### src/rtl/clken_timer.sv
`default_nettype none
// +----------------------------------------------------------------------------
// | Module  : clken_timer
// | Desc    : Reloadable down-counting interval timer advanced on clk_en ticks,
// |           with a sticky underflow IRQ. Optional macro: TIMER_ONESHOT_EN.
// | Rev     : 1.0  initial release
// +----------------------------------------------------------------------------
module clken_timer #(
  parameter int PRESCALE = 1024,
  parameter int CNT_W    = 7
) (
  input  logic             clk,
  input  logic             reset,
  input  logic             i_clk_en,
  input  logic             i_wr_reload,
  input  logic             i_wr_ctrl,
  input  logic [7:0]       i_wdata,
  input  logic             i_ack,
  output logic [CNT_W-1:0] o_count,
  output logic             o_running,
  output logic             o_irq
);

  localparam int              PW          = $clog2(PRESCALE);
  localparam logic [PW-1:0]   c_presc_max = PW'(PRESCALE - 1);

  logic [CNT_W-1:0] r_count;
  logic [CNT_W-1:0] r_reload;
  logic [PW-1:0]    r_presc;
  logic             r_running;
  logic             r_irq;

  logic [CNT_W-1:0] w_reload_nxt;
  logic             w_tick;
  logic             w_presc_zero;
  logic             w_underflow;
  logic             w_oneshot_stop;

  // A reload written on the underflow edge must be the value the counter picks up.
  assign w_reload_nxt = i_wr_reload ? i_wdata[CNT_W-1:0] : r_reload;
  assign w_tick       = i_clk_en & r_running & ~i_wr_ctrl;
  assign w_presc_zero = (r_presc == '0);
  assign w_underflow  = w_tick & w_presc_zero & (r_count == '0);

`ifdef TIMER_ONESHOT_EN
  logic r_oneshot;

  always_ff @(posedge clk) begin
    if (reset) begin
      r_oneshot <= 1'b0;
    end else if (i_wr_ctrl) begin
      r_oneshot <= i_wdata[1];
    end
  end

  assign w_oneshot_stop = r_oneshot;
`else
  assign w_oneshot_stop = 1'b0;
`endif

  always_ff @(posedge clk) begin
    if (reset) begin
      r_count   <= '0;
      r_reload  <= '0;
      r_presc   <= c_presc_max;
      r_running <= 1'b0;
      r_irq     <= 1'b0;
    end else begin
      r_reload <= w_reload_nxt;

      if (i_wr_ctrl) begin
        // Start only takes effect on a stopped timer; a repeated start is ignored.
        if (i_wdata[0] && !r_running) begin
          r_running <= 1'b1;
          r_count   <= w_reload_nxt;
          r_presc   <= c_presc_max;
        end else if (!i_wdata[0]) begin
          r_running <= 1'b0;
        end
      end else if (w_tick) begin
        if (!w_presc_zero) begin
          r_presc <= r_presc - 1'b1;
        end else begin
          r_presc <= c_presc_max;
          if (r_count != '0) begin
            r_count <= r_count - 1'b1;
          end else begin
            r_count <= w_reload_nxt;
            if (w_oneshot_stop) begin
              r_running <= 1'b0;
            end
          end
        end
      end

      // Set has priority over acknowledge.
      if (w_underflow) begin
        r_irq <= 1'b1;
      end else if (i_ack) begin
        r_irq <= 1'b0;
      end
    end
  end

  assign o_count   = r_count;
  assign o_running = r_running;
  assign o_irq     = r_irq;

endmodule
`default_nettype wire

### config.mk
export PLATFORM = sky130hd
export DESIGN_NAME = clken_timer
export DESIGN_NICKNAME = d
export VERILOG_FILES = /design/src/rtl/clken_timer.sv
export SDC_FILE = /design/constraint.sdc
export NUM_CORES = 1
export LEC_CHECK = 0
export ABC_AREA = 1
export BUFFER_PORTS_ARGS = -buffer_cell sky130_fd_sc_hd__buf_2
export CAP_MARGIN = 25
export CORE_UTILIZATION = 50
export DETAILED_ROUTE_END_ITERATION = 10
export PLACE_DENSITY_LB_ADDON = 0.1
export SYNTH_ARGS = -nofsm -noshare
export SYNTH_HDL_FRONTEND = slang
export SYNTH_SLANG_ARGS = --single-unit
### constraint.sdc
create_clock -name clk -period 1.4 [get_ports clk]
set_clock_uncertainty 0.2 [all_clocks]
set_input_delay 0.07 -clock clk [delete_from_list [all_inputs] [get_ports clk]]
set_output_delay 0.07 -clock clk [all_outputs]
set_load 0.01 [all_outputs]
After elaboration in Yosys (flattened, before gate mapping):

Cells that the tools add are included.

* input bits: 14
* latch bits: 0
* flip-flop bits (word level): 26
* memory bits (writable): 0
* memories kept: 0
* bits in read-only memories: 0

* shifts and indexed selects: 0
* bitwise gates (word level): 5
* muxes and demuxes: 14
* equal/unequal tests: 2
* divide/modulo/power cells: 0
* multiply operators: 0
* magnitude comparators: 0
* $add $sub $neg: 2
* reduce and logical (&&, ||, !) cells: 11

Operators by type and width (count)
* 2-to-1 mux 7 bit: 6
* 2-to-1 mux 10 bit: 4
* zero test 10 bit: 1
* subtractor 10 x 1 -> 10 bit (second input constant): 1
* zero test 7 bit: 1
* nonzero test 7 bit: 1
* subtractor 7 x 1 -> 7 bit (second input constant): 1
* nonzero test 2 bit: 3
* AND 1 bit: 4
* 2-to-1 mux 1 bit: 4
* != test 2 x 1 -> 1 bit (second input constant): 2
* AND reduction 2 bit: 2
* AND reduction 3 bit: 1
* logical AND 1 bit: 1
* zero test 1 bit: 1
* NOT 1 bit: 1

Depth between registers and ports, before layout:

* depth in word-level cells: 5
* gate-level depth with buffers: 11
* depth with buffers taken out: 11

Worst setup path after synthesis:

OpenSTA, ideal clock, no wires.

* kind: reg-to-reg
* start point: register r_count[0], in the netlist o_count[0]
* end point: register r_count[0], in the netlist o_count[0]
* data required time: 1.132 ns
* arrival time: 1.345 ns
* path slack: -0.212 ns
* cell stages (with the launch flop): 12
* cells stage by stage: dfxtp_1 -> inv_1 -> ha_1 -> inv_1 -> nor2_1 -> nand3_4 -> nand2_4 -> buf_8 -> nand2_2 -> nand2_1 -> nand2_1 -> a21oi_2

* word-level cells in the longest chain between the ends: 5

RTL lines
* start: declaration: RTL line 27 `logic [CNT_W-1:0] r_count;`
* start signal: assignment: RTL line 75 `r_count <= w_reload_nxt;`
* start signal: assignment: RTL line 86 `r_count <= r_count - 1'b1;`
* start signal: assignment: RTL line 88 `r_count <= w_reload_nxt;`
* subtractor 7 x 1 -> 7 bit / nonzero test 7 bit (equally long branches): RTL line 86, 85
* 2-to-1 mux 7 bit (*): RTL line 85 `if (r_count != '0) begin`
* 2-to-1 mux 7 bit (*): RTL line 81 `if (!w_presc_zero) begin`
* 2-to-1 mux 7 bit (*): RTL line 80 `end else if (w_tick) begin`
* 2-to-1 mux 7 bit (*): RTL line 71 `if (i_wr_ctrl) begin`

Mark *: on every way between the ends. The rest lies on a longest branch, timed or not. The select of a mux whose other input is x is not followed.
A chain may end at the register's enable or synchronous reset.

Worst setup path after layout:

* start point: register r_presc[1]
* end point: register r_presc[2]

* word-level cells in the longest chain between the ends: 4

RTL lines
* start: declaration: RTL line 29 `logic [PW-1:0] r_presc;`
* start signal: assignment: RTL line 65 `r_presc <= c_presc_max;`
* start signal: assignment: RTL line 76 `r_presc <= c_presc_max;`
* start signal: assignment: RTL line 82 `r_presc <= r_presc - 1'b1;`
* subtractor 10 x 1 -> 10 bit / zero test 10 bit (equally long branches): RTL line 82, 42
* 2-to-1 mux 10 bit (*): RTL line 81
* 2-to-1 mux 10 bit (*): RTL line 80
* 2-to-1 mux 10 bit (*): RTL line 71

Marks and branches as above.

==> flow_metrics.py <==
metrics = {
    "cells_and_area": {
        "area_delta_synth_final_pct": 42.3,
        "regArea_um2": 529,
        "nets": 291,
        "multi_input_area_um2": 915,
        "utilization_pct": 75.3,
        "drive_above_1_share_pct": 37.4,
        "antennaDiodeCount": 0,
        "final_cells": 304,
        "fillerInstances": 225,
    },
    "worst_setup_path": {
        "cp_cell_sequence": "inv_2 > ha_4 > nand2_4 > nor2_4 > nand3_4 > nand2_8 > nor2_4 > nand3_1",
        "worst-endpoint-arrival_ps": 1510,
        "cpMostUsedCell": "nor2_4",
        "startpoint_type": "flip-flop",
        "end_kind": "flip-flop",
        "cp.required_ps": 1410,
        "setup.worst_path.class": "reg2reg",
        "cpMaxStageDelayCell": "dfxtp_2",
        "crit_path_max_fanout": 7,
        "critPathMaxStageDelay_ps": 360,
    },
    "place": {
        "gp_congestion": 0.881,
        "place_hpwl_mm": 2.52,
        "port_buffers": 21,
        "dp.cells": 282,
    },
    "synthesis": {
        "synth_cell_type_count": 27,
        "syn_avg_cell_area_um2": 6.79,
        "ys_ff_latch": 26,
        "synth_warnings": 0,
        "synth_fp_nets": 232,
        "synthCells": 215,
        "ys_seq_area_share_pct": 35.7,
        "synth_area_um2": 1460,
    },
    "pwr": {
        "p_comb_share_pct": 29.3,
        "power.net_switching_mw": 0.517,
        "irDropWorstVdd_mv": 0.705,
        "p_leak_nw": 1.09,
        "power_density_nw_per_um2": 806,
        "pwr-share-seq_pct": 48.0,
        "p_clk_share_pct": 22.7,
        "p_sw_share_pct": 30.9,
        "intPower_mw": 1.16,
    },
    "timing": {
        "worstMarginPinSlew_ps": 310,
        "layout_setup_ws_ps": -105,
        "fin_crit_ps": 1500,
        "hold_viol": 0,
        "fin_crit_sh_pct": 107,
        "relSlewSlack_pct": 79.4,
        "setup_violations": 16,
        "rsz0062_at_grt": "yes",
        "holdWs_ps": 26.2,
        "maxSlewViolCount": 0,
        "setup-tns-final_ps": -1030,
        "timing.fmax_ghz": 0.665,
    },
    "floorplan": {
        "coreArea_um2": 2760,
        "pin_count": 23,
        "row_count": 19,
        "chipHeight_um": 56.0,
        "die_w_um": 56.0,
        "start_util_pct": 52.9,
        "die-area_um2": 3140,
    },
    "route": {
        "routed-via-count": 1543,
        "dr.pass1.iters": 4,
        "routed_wirelength_mm": 3.64,
        "wl_per_cell_um": 12.0,
        "drt_iter0_markers": 71,
        "drc": 0,
        "vias_per_cell": 5.08,
        "ant_nets": 0,
    },
    "cts": {
        "path_clk_slew_ps": 140,
        "cts_tree": "built",
        "cts_buffer_depth": 2,
        "root_buffer": "clkbuf_4",
        "cts_made_buffers": 3,
        "htreeDepth": 1,
        "clock_latency_ps": 320,
        "cts_sinks": 26,
    },
    "run_status": {
        "violations": "setup timing",
        "outcome": "complete, but fails checks",
    },
    "global_route": {
        "grt_pass1_vias": 1492,
        "grt_overflow": 0,
        "grt_pass1_wl_mm": 6.04,
        "grt_max_degree": 15,
        "track_usage_pct": 24.0,
        "antenna_found_initial": 0,
    },
    "hold_path": {
        "min_path_type": "in2reg",
    },
    "job": {
        "cap_violations": 0,
    },
}
## power by group through the flow
stage / Sequential (mW) / Combinational, mW / Clock (mW)
2_1_floorplan: 0.826 / 0.278 / 0
3_3_place_gp: 0.816 / 0.397 / 0
3_5_place_dp: 0.817 / 0.406 / 0
4_1_cts: 0.801 / 0.459 / 0.399
5_1_grt: 0.807 / 0.541 / 0.431
6_report: 0.803 / 0.490 / 0.380
## cells in the final DEF, fill, tap and decap left out, types with 4 or more instances in the layout
cell and n:
nand2_1 42, inv_1 28, buf_4 23, nor2_1 22, buf_2 21, dfxtp_1 21, nand3_1 17, dlygate4sd3_1 10
inv_2 8, nand3_2 8, nor2_4 7, nor2_2 6, nand2_2 6, o21a_1 6, nand4_1 5, a21oi_1 4
o21ai_0 4, o21ai_1 4, dfxtp_2 4
## routing by layer
layer / GRT usage [%] / part of all wire, % / up-vias
met5: 0 / 0 / -
met4: 9.06 / 2.1 / 0
met3: 3.49 / 2.9 / 11
met2: 40.8 / 50 / 33
met1: 30.6 / 45 / 707
li1: - / - / 792
## path summary, 6_finish.rpt
check                                 from          to  slack, ps  depth (start not counted)
worst max-delay path            r_presc[1]  r_presc[2]       -100                          8
worst min register to register  r_presc[8]  r_presc[8]        290                          2
worst min-delay path             i_wr_ctrl  o_count[0]         30                          6
worst max register to register  r_presc[1]  r_presc[2]       -100                          8
## layout make-up
class / count / area share [%]
repair buffers: 56 / 19.7
flip-flops and latches: 26 / 25.5
inverters: 38 / 7.11
multi-input cells: 149 / 44.1
well taps: 31 / 1.87
clock buffers: 4 / 1.75
## cells by family after synthesis
group	Yosys count	synth area share, %
and+or+nand+nor	122	40.6
buffers and inverters	42	11.7
DFF	26	35.7
AOI/OAI and AO/OA	20	8.15
adders and majority gates	3	2.57
xor gates and xnor gates	1	0.600
muxes	1	0.686
## repair_timing
action                                  4_1_cts  5_1_grt
pin swaps                                    11       12
endpoints found under the setup margin       17       18
gates cloned                                  2        0
buffers inserted                              4        2
hold buffers                                  9        1
endpoints found under the hold margin        18        1
resized for setup                            12       19
## Yosys cell counts (all sizes together)
| master | instances | area (µm²) |
|---|---|---|
| buf | 3 | 25.0 |
| or2 | 1 | 6.26 |
| inv | 38 | 143 |
| a21oi | 5 | 28.8 |
| clkbuf | 1 | 3.75 |
| nand4 | 5 | 31.3 |
| ha | 3 | 37.5 |
| nand2 | 51 | 211 |
| o21a | 6 | 45.0 |
| nand3b | 2 | 15.0 |
| mux2i | 1 | 10.0 |
| xnor2 | 1 | 8.76 |
| nor2 | 34 | 153 |
| o21ai | 9 | 45.0 |
| nor3 | 2 | 10.0 |
| nand3 | 27 | 165 |
| dfxtp | 26 | 521 |
## worst max-delay path, delay by kind of cell (launching register included)
kind	cells	cell delay, ps
simple gates	6	630
buf+inv	1	50
fa+ha+maj	1	160
flops	1	360
## flip-flops by register name, indices dropped and copies added (netlist names)
register	cells
o_irq	1
r_presc	10
o_running	1
r_reload	7
o_count	7
## through the flow
step	worst slack (ps)	total power, mW	area, µm²
floorplan	-91.0	1.10	1500
global placement	-75.5	1.21	1770
detailed placement	-108	1.22	1770
CTS	-83.6	1.66	1990
global route	-164	1.78	2080
finish	-105	1.67	2080
(Power assumes the default switching activity.)
